[src/rtl/exch_frame_link.sv]
// Exchange frame link: serialises market-data words into delimited byte frames
// and decodes delimited decision frames from a receive byte stream.
module exch_frame_link #(
  parameter logic [7:0]  MD_START  = 8'hF0,
  parameter logic [7:0]  MD_STOP   = 8'h0F,
  parameter logic [7:0]  DEC_START = 8'h80,
  parameter logic [7:0]  DEC_STOP  = 8'h01,
  parameter logic [15:0] TIMEOUT   = 16'd5000
) (
  input  logic        clk,
  input  logic        reset,
  input  logic        md_valid,
  output logic        md_ready,
  input  logic [7:0]  md_addr,
  input  logic [31:0] md_buyprice,
  input  logic [31:0] md_sellprice,
  input  logic [31:0] md_buyvol,
  input  logic [31:0] md_sellvol,
  output logic [7:0]  tx_byte,
  output logic        tx_valid,
  input  logic        tx_ready,
  input  logic [7:0]  rx_byte,
  input  logic        rx_dv,
  output logic        dec_valid,
  output logic [7:0]  dec_addr,
  output logic [7:0]  dec_buysell,
  output logic [31:0] dec_timestamp,
  output logic        frm_err,
  output logic [15:0] err_count,
  output logic [15:0] frames_sent
);

  typedef enum logic {ENC_IDLE, ENC_SEND} enc_state_t;
  typedef enum logic [2:0] {HUNT, ADDR, BS, TS0, TS1, TS2, TS3, STOP} dec_state_t;

  enc_state_t   enc_state, enc_next;
  logic [4:0]   byte_idx;
  logic [135:0] payload;
  logic [7:0]   bit_base;
  logic         tx_fire, last_byte, accept;

  assign md_ready  = (enc_state == ENC_IDLE) && !reset;
  assign tx_valid  = (enc_state == ENC_SEND);
  assign tx_fire   = tx_valid && tx_ready;
  assign last_byte = (byte_idx == 5'd18);
  assign accept    = md_valid && md_ready;
  assign bit_base  = {byte_idx - 5'd1, 3'b000};

  always_comb begin
    enc_next = enc_state;
    case (enc_state)
      ENC_IDLE: if (accept) enc_next = ENC_SEND;
      ENC_SEND: if (tx_fire && last_byte) enc_next = ENC_IDLE;
      default:  enc_next = ENC_IDLE;
    endcase
  end

  // Payload bytes 1..17 come LSB-first from one packed word; delimiters wrap it.
  always_comb begin
    tx_byte = 8'h00;
    if (enc_state == ENC_SEND) begin
      case (byte_idx)
        5'd0:    tx_byte = MD_START;
        5'd18:   tx_byte = MD_STOP;
        default: tx_byte = payload[bit_base +: 8];
      endcase
    end
  end

  always_ff @(posedge clk) begin
    if (reset) begin
      enc_state   <= ENC_IDLE;
      byte_idx    <= 5'd0;
      payload     <= '0;
      frames_sent <= 16'd0;
    end else begin
      enc_state <= enc_next;
      if (accept) begin
        payload  <= {md_sellvol, md_buyvol, md_sellprice, md_buyprice, md_addr};
        byte_idx <= 5'd0;
      end else if (tx_fire) begin
        byte_idx <= last_byte ? 5'd0 : byte_idx + 5'd1;
        if (last_byte) frames_sent <= frames_sent + 16'd1;
      end
    end
  end

  dec_state_t  dec_state, dec_next;
  logic [15:0] idle_cnt;
  logic [7:0]  addr_sh, bs_sh;
  logic [31:0] ts_sh;
  logic        good_stop, bad_stop, timeout_hit;

  assign timeout_hit = !rx_dv && (dec_state != HUNT) && (idle_cnt == 16'(TIMEOUT - 16'd1));

  always_comb begin
    dec_next  = dec_state;
    good_stop = 1'b0;
    bad_stop  = 1'b0;
    if (rx_dv) begin
      case (dec_state)
        HUNT: if (rx_byte == DEC_START) dec_next = ADDR;
        ADDR: dec_next = BS;
        BS:   dec_next = TS0;
        TS0:  dec_next = TS1;
        TS1:  dec_next = TS2;
        TS2:  dec_next = TS3;
        TS3:  dec_next = STOP;
        STOP: begin
          dec_next  = HUNT;
          good_stop = (rx_byte == DEC_STOP) && ((bs_sh == 8'hF0) || (bs_sh == 8'h0F));
          bad_stop  = !good_stop;
        end
        default: dec_next = HUNT;
      endcase
    end else if (timeout_hit) begin
      dec_next = HUNT;
    end
  end

  always_ff @(posedge clk) begin
    if (reset) begin
      dec_state     <= HUNT;
      idle_cnt      <= 16'd0;
      addr_sh       <= 8'h00;
      bs_sh         <= 8'h00;
      ts_sh         <= 32'h0;
      dec_valid     <= 1'b0;
      frm_err       <= 1'b0;
      dec_addr      <= 8'h00;
      dec_buysell   <= 8'h00;
      dec_timestamp <= 32'h0;
      err_count     <= 16'd0;
    end else begin
      dec_state <= dec_next;
      dec_valid <= good_stop;
      frm_err   <= bad_stop || timeout_hit;
      if (rx_dv || dec_state == HUNT || timeout_hit) idle_cnt <= 16'd0;
      else idle_cnt <= idle_cnt + 16'd1;
      if (rx_dv) begin
        case (dec_state)
          ADDR:    addr_sh      <= rx_byte;
          BS:      bs_sh        <= rx_byte;
          TS0:     ts_sh[7:0]   <= rx_byte;
          TS1:     ts_sh[15:8]  <= rx_byte;
          TS2:     ts_sh[23:16] <= rx_byte;
          TS3:     ts_sh[31:24] <= rx_byte;
          default: ;
        endcase
      end
      if (good_stop) begin
        dec_addr      <= addr_sh;
        dec_buysell   <= bs_sh;
        dec_timestamp <= ts_sh;
      end
      if ((bad_stop || timeout_hit) && err_count != 16'hFFFF) err_count <= err_count + 16'd1;
    end
  end

endmodule
[config.mk]
export PLATFORM = sky130hd
export DESIGN_NAME = exch_frame_link
export DESIGN_NICKNAME = d
export VERILOG_FILES = /design/src/rtl/exch_frame_link.sv
export SDC_FILE = /design/constraint.sdc
export NUM_CORES = 1
export LEC_CHECK = 0
export ABC_AREA = 1
export CORE_MARGIN = 8
export CORE_UTILIZATION = 52
export DETAILED_ROUTE_END_ITERATION = 8
export PLACE_DENSITY = 0.8
export SKIP_LAST_GASP = 1
export SYNTH_ARGS = -nofsm -noshare
export SYNTH_HDL_FRONTEND = slang
export SYNTH_SLANG_ARGS = --single-unit
export TNS_END_PERCENT = 5
[constraint.sdc]
create_clock -name clk -period 2.8 [get_ports clk]
set_input_delay 0.84 -clock clk [delete_from_list [all_inputs] [get_ports clk]]
set_output_delay 0.84 -clock clk [all_outputs]
set_load 0.05 [all_outputs]
**Word level (Yosys, flattened, before mapping)**

Cells that the tools add are included.

- Logic and storage cells: 84
- Flip-flop bits (word level): 291

- Equal/unequal tests: 15
- Shifts and indexed selects: 1
- Bitwise logic cells: 2
- Add/subtract/negate cells: 5
- Reductions and logical operators: 29
- Mux-type cells: 14

Operator list:

| kind | count |
|---|---|
| 136-bit by 9-bit indexed part select with 8-bit output | 1 |
| 16-bit by 1-bit adder with 16-bit output, second input constant | 3 |
| 3-bit one-hot mux with 8 select lines | 1 |
| 16-bit by 13-bit equality test with 1-bit output, second input constant | 1 |
| 8-bit equality test, second input constant | 2 |
| 16-bit != test, second input constant | 1 |
| 8-bit one-hot mux with 2 select lines | 1 |
| 2-bit AND reduction | 7 |
| 3-bit equality test, second input constant | 4 |
| 3-bit 2-to-1 mux | 3 |
| 8-bit by 1-bit equality test with 1-bit output, second input constant | 1 |
| 8-bit by 4-bit equality test with 1-bit output, second input constant | 1 |
| 1-bit logical AND | 8 |
| 8-bit 2-to-1 mux | 1 |
| 3-bit by 2-bit equality test with 1-bit output, second input constant | 2 |
| 1-bit 2-to-1 mux | 6 |
| 5-bit by 1-bit adder with 5-bit output, second input constant | 1 |
| 5-bit equality test, second input constant | 1 |
| 5-bit zero test | 1 |
| 5-bit 2-to-1 mux | 1 |
| 5-bit by 1-bit subtractor with 5-bit output, second input constant | 1 |
| 1-bit logical OR | 4 |
| 2-bit OR reduction | 2 |
| 3-bit by 1-bit equality test with 1-bit output, second input constant | 1 |
| 8 further kinds | 11 |

**Logic depth before layout (Yosys ltp)**

Gate-level depths: netlist (run 1).

- Depth after elaboration: 8
- Gate-level depth with buffers: 12
- Gate-level depth less buffers: 11

**Least setup slack after synthesis (run 1)**

No wires, ideal clock.

- Kind: register to output
- From: reg byte_idx[0]
- To: out tx_byte[0]
- Stages on the path, launching flop included: 12
- Path slack: -0.462 ns
- Arrival: 2.422 ns
- Path buffers: 2
- Path through: dfxtp_1 -> inv_1 -> ha_1 -> buf_2 -> inv_1 -> clkbuf_1 -> a21oi_1 -> o21ai_0 -> nand3_1 -> nand3_1 -> nand3_1 -> a21oi_1

- Longest elaborated chain between the ends: 4
- Elaborated cells between the ends (all ways): 6

Ends and longest elaborated chain:

| item | line | source |
|---|---|---|
| start: declaration | 37 | `logic [4:0] byte_idx;` |
| start signal: assignment | 82 | `byte_idx <= last_byte ? 5'd0 : byte_idx + 5'd1;` |
| 5-bit by 1-bit subtractor with 5-bit output | 47 | `assign bit_base = {byte_idx - 5'd1, 3'b000};` |
| 136-bit by 9-bit indexed part select with 8-bit output | 65 | `default: tx_byte = payload[bit_base +: 8];` |
| 8-bit one-hot mux with 2 select lines * | 62 | `case (byte_idx)` |
| 8-bit 2-to-1 mux * | 61 | `if (enc_state == ENC_SEND) begin` |
| end: declaration | 19 | `output logic [7:0] tx_byte,` |

Mark *: on every way between the ends. The rest lies on a longest branch, timed or not.

**Worst setup path in the final report (run 1)**

- From: reg byte_idx[0]
- To: out tx_byte[1]

Same word-level chain as after synthesis.

==> out/metrics.cfg, run 1 <==
[sta]
setup_viol = 9
post-route-period-util_pct = 114.9
max_slew_margin_pct = 57.07
max_freq_ghz = 0.3107
hold_violations = 0
slew_viol_final = 0
timing.final.ws_setup_ps = -418.3
rsz0062_at_grt = yes
tightest_slew_ps = 644.0
fin_skew_ps = 16.16
fin_crit_ps = 3218

[pwr]
ir_drop_mv = 0.4570
power_frac_comb_pct = 12.9
p_switching_mw = 2.488
power.leakage_nw = 5.817
power_density_nw_per_um2 = 594.8
swShare_pct = 25.34
seqPwrFrac_pct = 44.6
power_mw = 9.819
intPower_mw = 7.331
p_clk_share_pct = 42.5

[logic_synthesis]
yosys_warnings = 0
yosysSeqAreaShare_pct = 46.88
avgSynthCellArea_um2 = 7.820
synth_edf_count = 0
ys_types = 39
syn_nets = 1749
syn_inst = 1589
synthesis.area_um2 = 12430
synth-seq-cells = 291
synth_top_flop_cell = dfxtp_1
async_flop_share_pct = 0

[cells_and_area]
drive_gt1_share_pct = 9.016
area_growth_pct = 32.86
final_nets = 1956
fillers = 1867
fin_cells = 2138
antenna_cells = 0

[cts]
clk_pin_slew_ps = 60
insertion_delay_ps = 550
cts_root_buffer = clkbuf_16
numCtsBuffers = 30
cts_setup_buffers = 0
postCtsHoldBufs = 0
cts.sinks = 291
cts_tree = yes
clock_path_buffers = 3
h-tree-depth = 1

[setup_path]
path_class = reg2out
critPathCaptureType = output pin
critPathLaunchType = flop
cp_cell_sequence = inv_2, ha_4, buf_12, nand3_1, inv_1, a31oi_1, a21oi_4, buf_6
cp.required_ps = 1960
slowest_stage = dfxtp_4
path_max_fanout = 17
arrival_ps = 2380
slowest_delay_ps = 360

[floorplanning]
ios = 241
die_y_um = 170.6
die_x_um = 170.6
design.core.area_um2 = 23470
die-area_um2 = 29100
start_util_pct = 52.94
rows = 56

[detailed_routing]
wire_per_inst_um = 17.40
wl_mm = 37.21
ant_nets = 0
met3_length_mm = 3.147
drt-met1-wl_mm = 15.25
wl_met2_mm = 17.89
first_pass_iters = 6
drc = 0
vias = 11982
drt-vias-per-instance = 5.604
top_layer_used = met4
dr.first_iter.drc_count = 1248

[placed_design]
dp.cells = 2082
post-dp-hpwl_mm = 25.83
gp_congestion = 0.8939
io_buffers = 240

[job]
cap_violations = 0

[status]
outcome = complete, but fails checks
violations = setup timing

[global_route]
grt_max_degree = 137
grt_pass1_wl_mm = 58.43
antenna_found_initial = 0
gr-total-overflow = 0
grtUsageTotal_pct = 24.26
grt_pass1_vias = 11334

[min_path]
hp-class = reg2reg

[worst paths after layout]
path | start | end | slack (ps) | cells after the start
max | byte_idx[0]$_SDFFE_PP0P_ | tx_byte[1] | -420 | 8
min | dec_timestamp[10]$_SDFFE_PP0P_ | dec_timestamp[10]$_SDFFE_PP0P_ | 440 | 2
max reg2reg | err_count[1]$_SDFFE_PP0P_ | err_count[0]$_SDFFE_PP0P_ | 700 | 9
min reg2reg | dec_timestamp[10]$_SDFFE_PP0P_ | dec_timestamp[10]$_SDFFE_PP0P_ | 440 | 2
[Yosys cell counts, types with 6 or more instances]
| master | number | area [um^2] |
|---|---|---|
| nand4_1 | 14 | 87.58 |
| nor2_1 | 62 | 232.7 |
| nor3_1 | 18 | 90.09 |
| clkbuf_1 | 71 | 266.5 |
| nand2_1 | 144 | 540.5 |
| ha_1 | 11 | 137.6 |
| xnor2_1 | 6 | 52.55 |
| inv_1 | 194 | 728.2 |
| a21oi_2 | 10 | 87.58 |
| inv_2 | 7 | 26.28 |
| a32o_1 | 72 | 720.7 |
| dfxtp_1 | 291 | 5826 |
| a31oi_1 | 8 | 50.05 |
| buf_2 | 26 | 130.1 |
| xor2_1 | 14 | 122.6 |
| nand3_1 | 192 | 960.9 |
| o21ai_0 | 209 | 1046 |
| a21oi_1 | 198 | 991.0 |
[flip-flops by register name, indices dropped and copies added (netlist names), 3 cells and up]
name and count:
payload 136, dec_timestamp 32, ts_sh 32, err_count 16
frames_sent 16, idle_cnt 16, addr_sh 8, bs_sh 8
dec_addr 8, dec_buysell 8, byte_idx 5, dec_state 3
[critical path, delay by kind of cell, from the launching register on]
family | cells | cell delay (ps)
buf+inv | 4 | 630
compound gates | 2 | 430
flops | 1 | 360
fa+ha+maj | 1 | 310
simple gates | 1 | 90
[through the flow]
stage          hold WS (ps)  instance area [um^2]  utilization [%]  worst slack (ps)  setup TNS [ps]
2_1_floorplan         417.9                 12520                -            0.6597               0
3_3_place_gp          428.7                 15260            65.00             17.49               0
3_5_place_dp          432.6                 15260            65.00             10.39               0
4_1_cts               442.4                 16490            70.25            -420.8           -3362
5_1_grt               456.0                 16510            70.33            -530.9           -4171
6_report              443.0                 16510            70.33            -418.3           -3259
[cell usage in the layout, fill, tap and decap left out, types with 13 or more instances in the layout]
cell             netlist  layout
a21oi_1              198     190
a32o_1                72      72
buf_4                  2      25
clkbuf_16              0      31
clkdlybuf4s50_1        0     229
dfxtp_1              291     289
inv_1                194     191
nand2_1              144     143
nand3_1              192     181
nand3_2                2      13
nand4_1               14      14
nor2_1                62      61
nor3_1                18      18
o21ai_0              209     201
xor2_1                14      14
[power groups by stage]
stage          Clock [mW]  Sequential, mW  Combinational (mW)
3_3_place_gp            0            4.47                1.15
3_5_place_dp            0            4.47                1.16
5_1_grt              4.41            4.39                1.36
2_1_floorplan           0            4.44               0.666
4_1_cts              4.24            4.38                1.24
6_report             4.17            4.38                1.27
[routing by layer]
layer / track usage, % / vias to the layer above
li1: - / 5850
met1: 29.42 / 5591
met2: 41.92 / 471
met3: 6.153 / 70
met4: 6.941 / 0
met5: 0 / -
[cells by family after synthesis]
family                     synth area share (%)
AOI/OAI and AO/OA                         23.56
DFF                                       46.88
and+or+nand+nor                           16.97
xor gates and xnor gates                  1.672
buffers and inverters                     9.808
adders and majority gates                 1.108
[timing repair]
item / CTS / global route
gates resized for setup: 45 / 5
pin swaps: 11 / 5
setup endpoints to repair: 9 / 10
cloned: 1 / 0
[cell type report]
type                       instances  area [um^2]  share of cell area [%]
sequential                       291         5831                   35.32
multi-input combinational        988         5582                   33.81
timing repair buffer             280         2883                   17.46
clock buffer                      39        835.8                   5.063
inverter                         205        772.0                   4.676
tap                              319        399.1                   2.418
clock inverter                    16        206.4                   1.251
No activity file was read; power rests on OpenSTA's default activity.
==> inputs of run 2 (changes only) <==
CORE_ASPECT_RATIO = 0.9   (was not set)
==> run 2 against run 1 <==
The run still ends with setup timing left; maximum frequency down 2.2%; sequential cell count unchanged; register-to-register slack worse by 80 ps; utilization up 1.2 points; power up 0.58%; clock power down 1%; sequential power about the same; sequential share of layout area down 0.48 points; clock skew down 5.7 ps; combinational power up 8%; hold slack worse by 2.7 ps; global-route usage up 0.54 points; critical endpoint is now tx_byte[5].
==> out/metrics.cfg, run 2 (synthesis results as in run 1) <==
[status]
outcome = complete, but fails checks
violations = setup timing

[cts]
cts_root_buffer = clkbuf_16
clock_path_buffers = 3
numCtsBuffers = 29
insertion_delay_ps = 540
cts_tree = yes
clk_pin_slew_ps = 70
cts.sinks = 291
h-tree-depth = 1

[setup_path]
critPathLaunchType = flop
path_max_fanout = 7
critPathCaptureType = output pin
rrSetupSlack_ps = 620
arrival_ps = 2450
cp-endpoint = tx_byte[5]
startpoint = byte_idx[0]$_SDFFE_PP0P_
reg2regPathDepth = 7
reg2reg_to = byte_idx[1]$_SDFFE_PP0P_
cp.required_ps = 1960
r2r-start = tx_valid$_SDFF_PP0_
path_class = reg2out

[placed_design]
post-dp-hpwl_mm = 26.01
pre_cts_ws_ps = -64.30
gp_congestion = 0.9211
detailed_place.area_um2 = 15200
dp.cells = 2062
io_buffers = 240

[cells_and_area]
final_common_cell = dfxtp_1
largest_reg_flops = 136
top_register = payload
final_nets = 1963
design_area_um2 = 16730
drive_gt1_share_pct = 10.64
reg_top3 = payload: 136 flops, dec_timestamp: 32 flops, ts_sh: 32 flops
utilization_pct = 71.48
area_growth_pct = 34.67
layout_common_cells = dfxtp_1 (289), clkdlybuf4s50_1 (229), o21ai_0 (205)
fillers = 1799
fin_cells = 2126

[pwr]
swShare_pct = 24.75
power.leakage_nw = 5.894
power_frac_comb_pct = 13.9
p_switching_mw = 2.445
power_density_nw_per_um2 = 590.2
seqPwrFrac_pct = 44.4
intPower_mw = 7.432
ir_drop_mv = 0.5116
p_clk_share_pct = 41.7
power_mw = 9.876

[sta]
timing.final.ws_setup_ps = -489.0
hold_violations = 0
fin_crit_ps = 3289
post-route-period-util_pct = 117.5
max_freq_ghz = 0.3040
whs_ps = 440.3
max_slew_margin_pct = 45.31
tightest_slew_ps = 820.3
slew_viol_final = 0
fin_skew_ps = 10.41
setup_viol = 9
rsz0062_at_grt = yes
final.setup.tns_ps = -3839

[min_path]
hp-class = reg2reg

[detailed_routing]
dr.first_iter.drc_count = 1284
drt-vias-per-instance = 5.805
wire_per_inst_um = 18.47
vias = 12341
wl_mm = 39.27
ant_nets = 0
drc = 0
first_pass_iters = 8

[floorplanning]
ios = 241
die_x_um = 178.9
rows = 53
die_y_um = 162.7
design.core.area_um2 = 23410
start_util_pct = 53.08
die-area_um2 = 29110

[global_route]
grt_pass1_wl_mm = 59.45
grt_max_degree = 137
grt_pass1_vias = 11503
grtUsageTotal_pct = 24.80
gr-total-overflow = 0
antenna_found_initial = 2

[job]
cap_violations = 0

run 2: area by class of cell:
type | count | area [um^2] | area share (%)
Antenna cell | 1 | 2.502 | 0.01495
Clock buffer | 43 | 848.3 | 5.070
Clock inverter | 8 | 168.9 | 1.009
Inverter | 205 | 780.7 | 4.666
Multi-Input combinational cell | 988 | 5746 | 34.34
Sequential cell | 291 | 5831 | 34.84
Tap cell | 302 | 377.9 | 2.258
Timing Repair Buffer | 288 | 2979 | 17.80
run 2: power by group through the flow:
stage | combinational, mW | clock, mW | sequential [mW]
6_report | 1.37 | 4.12 | 4.38
5_1_grt | 1.46 | 4.32 | 4.39
4_1_cts | 1.26 | 4.17 | 4.38
3_5_place_dp | 1.16 | 0 | 4.46
3_3_place_gp | 1.15 | 0 | 4.46
2_1_floorplan | 0.666 | 0 | 4.44
run 2: critical path, cell delays in order (launching register included):
cell       delay [ps]
dfxtp_4           360
inv_4              40
buf_6             110
ha_4              160
xnor2_2           150
buf_4             150
inv_4              50
clkbuf_16         150
nor2_4            120
buf_12            150
a31oi_4            90
a21oi_4           180
buf_6             180
run 2: worst min path at each step:
stage	start	end	cells after the start
floorplan	idle_cnt[0]$_SDFF_PP0_	idle_cnt[0]$_SDFF_PP0_	1
global placement	addr_sh[1]$_SDFFE_PP0P_	addr_sh[1]$_SDFFE_PP0P_	2
detailed placement	addr_sh[1]$_SDFFE_PP0P_	addr_sh[1]$_SDFFE_PP0P_	2
CTS	addr_sh[1]$_SDFFE_PP0P_	addr_sh[1]$_SDFFE_PP0P_	2
global route	dec_timestamp[9]$_SDFFE_PP0P_	dec_timestamp[9]$_SDFFE_PP0P_	2
finish	addr_sh[1]$_SDFFE_PP0P_	addr_sh[1]$_SDFFE_PP0P_	2
run 2: routing by layer:
metal  track usage [%]  up-vias  share of wire, %  wire length [um]
met5                 0        -             0.033                13
met4             9.688        2               3.8              1475
met3             5.100      105               9.1              3570
met2             39.94      550                46             18050
met1             32.09     5825                41             16160
li1                  -     5859                 -                 -
run 2: timing repair:
item,4_1_cts,5_1_grt
endpoints found under the setup margin,9,9
hold buffers,0,0
gates resized for setup,52,25
pin swaps,22,15
gates cloned,2,3
setup buffers,6,1
hold endpoints to repair,0,0
==> inputs of run 3 (changes only) <==
CORE_UTILIZATION = 56   (was 52)
PLACE_DENSITY = 0.85   (was 0.8)
TNS_END_PERCENT = not set   (was 5)
clock period = 4.1 ns   (was 2.8 ns; I/O delays follow)
==> run 3 against run 2 <==
Critical path depth fell by 1; global-route usage increased by 1.1 points; cell count decreased by 1.4%; the flow now finishes without violations; critical endpoint is now tx_byte[6]; register-to-register slack improved by 930 ps; via count shrank 2.6%.
==> out/metrics.cfg, run 3 (synthesis results as in run 1) <==
[pwr]
ir_drop_mv = 0.2598
intPower_mw = 4.911
seqPwrFrac_pct = 45.6
power_frac_comb_pct = 11.9
power_mw = 6.555
p_switching_mw = 1.644
power.leakage_nw = 5.623
power_density_nw_per_um2 = 409.2
p_clk_share_pct = 42.5
swShare_pct = 25.08

[floorplanning]
start_util_pct = 57.27
ios = 241
die_x_um = 173.0
die-area_um2 = 27220
design.core.area_um2 = 21700
rows = 51
die_y_um = 157.3

[detailed_routing]
first_pass_iters = 6
drc = 0
wire_per_inst_um = 17.88
ant_nets = 0
dr.first_iter.drc_count = 1489
wl_mm = 37.47
drt-vias-per-instance = 5.732
vias = 12014

[cells_and_area]
reg_top3 = payload: 136 flops, dec_timestamp: 32 flops, ts_sh: 32 flops
design_area_um2 = 16020
drive_gt1_share_pct = 7.052
utilization_pct = 73.83
fin_cells = 2096
final_common_cell = dfxtp_1
layout_common_cells = dfxtp_1 (290), clkdlybuf4s50_1 (229), o21ai_0 (209)
fillers = 1636
top_register = payload
largest_reg_flops = 136
area_growth_pct = 28.91
final_nets = 1938

[global_route]
grtUsageTotal_pct = 25.86
grt_max_degree = 138
gr-total-overflow = 0
grt_pass1_vias = 11376
grt_pass1_wl_mm = 58.68
antenna_found_initial = 5

[sta]
rsz0062_at_grt = yes
setup_viol = 0
max_freq_ghz = 0.2510
max_slew_margin_pct = 42.60
post-route-period-util_pct = 97.18
hold_violations = 0
fin_skew_ps = 22.97
final.setup.tns_ps = 0
slew_viol_final = 0
fin_crit_ps = 3984
whs_ps = 441.7
tightest_slew_ps = 860.9
timing.final.ws_setup_ps = 115.8

[setup_path]
path_class = reg2out
path_buf_inv = 4
path_max_fanout = 26
reg2reg_to = byte_idx[1]$_SDFFE_PP0P_
r2r-start = tx_valid$_SDFF_PP0_
slowest_stage = dfxtp_1
critPathLaunchType = flop
critical_path.top_delay_family = buffers and inverters
slowest_delay_ps = 390
cpMostUsedCell = nand3_1
arrival_ps = 2750
reg2regPathDepth = 8
cp.required_ps = 2870
cp_cell_sequence = inv_1, ha_4, clkinvlp_4, buf_12, a21oi_1, o21ai_0, nand3_1, nand3_1, nand3_1, a21oi_1, buf_4
rrSetupSlack_ps = 1550
critPathCaptureType = output pin

[min_path]
worstHoldEndpoint = addr_sh[6]$_SDFFE_PP0P_
hp-start = addr_sh[6]$_SDFFE_PP0P_
hp-class = reg2reg
hold_depth = 2

[cts]
cts_tree = yes
numCtsBuffers = 29
cts.sinks = 291
cts_root_buffer = clkbuf_16
clk_pin_slew_ps = 60
clock_path_buffers = 3
h-tree-depth = 1
insertion_delay_ps = 560

[placed_design]
dp.cells = 2036
post-dp-hpwl_mm = 25.60
pre_cts_ws_ps = 597.3
gp_congestion = 0.9632
io_buffers = 240
detailed_place.area_um2 = 14930

[status]
outcome = finished, final reports clean

[job]
cap_violations = 0

## run 3: repair_timing
item / 4_1_cts / 5_1_grt
resized for setup: 1 / 8
setup endpoints to repair: 1 / 8
pin swaps: 0 / 0
hold buffers: 0 / 0
setup buffers: 0 / 2
## run 3: worst register-to-register path: stages, from the launching register on
cell	delay [ps]
dfxtp_1	520
nor2_4	120
buf_12	290
nand2_1	140
nand2_1	90
inv_2	50
buf_4	630
nand2_1	360
a211oi_1	270
## run 3: power groups by stage
stage | Combinational [mW] | Clock [mW] | Sequential [mW]
after floorplan | 0.435 | 0 | 3.04
after global placement | 0.732 | 0 | 3.04
after detailed placement | 0.745 | 0 | 3.05
after CTS | 0.754 | 2.82 | 2.99
after global routing | 0.842 | 2.96 | 2.99
final | 0.779 | 2.79 | 2.99
## run 3: per-layer routing
layer  vias up  global-route usage [%]  share of wire (%)
li1       5814                       -                  -
met3        82                   5.939                8.4
met4         4                   8.983                2.9
met5         -                       0              0.061
met2       505                   41.84                 46
met1      5609                   33.64                 43
## run 3: worst max-delay path by stage
stage,startpoint,endpoint,slack (ps),depth (start not counted)
CTS,byte_idx[1]$_SDFFE_PP0P_,tx_byte[6],60,10
global route,byte_idx[1]$_SDFFE_PP0P_,tx_byte[6],-10,11
detailed placement,byte_idx[0]$_SDFFE_PP0P_,tx_byte[5],600,8
finish,byte_idx[1]$_SDFFE_PP0P_,tx_byte[6],120,11
global placement,byte_idx[0]$_SDFFE_PP0P_,tx_byte[5],620,8
floorplan,byte_idx[0]$_SDFFE_PP0P_,tx_byte[0],450,11
## run 3: cell type report
cell class                      instances  area, um^2  area share (%)
Inverter                              205       774.5           4.835
Clock buffer                           33       760.7           4.749
Sequential cell                       291        5829           36.39
Clock inverter                         21       254.0           1.586
Multi-Input combinational cell        988        5419           33.83
Timing Repair Buffer                  263        2606           16.27
Antenna cell                            4       10.01         0.06249
Tap cell                              291       364.1           2.273
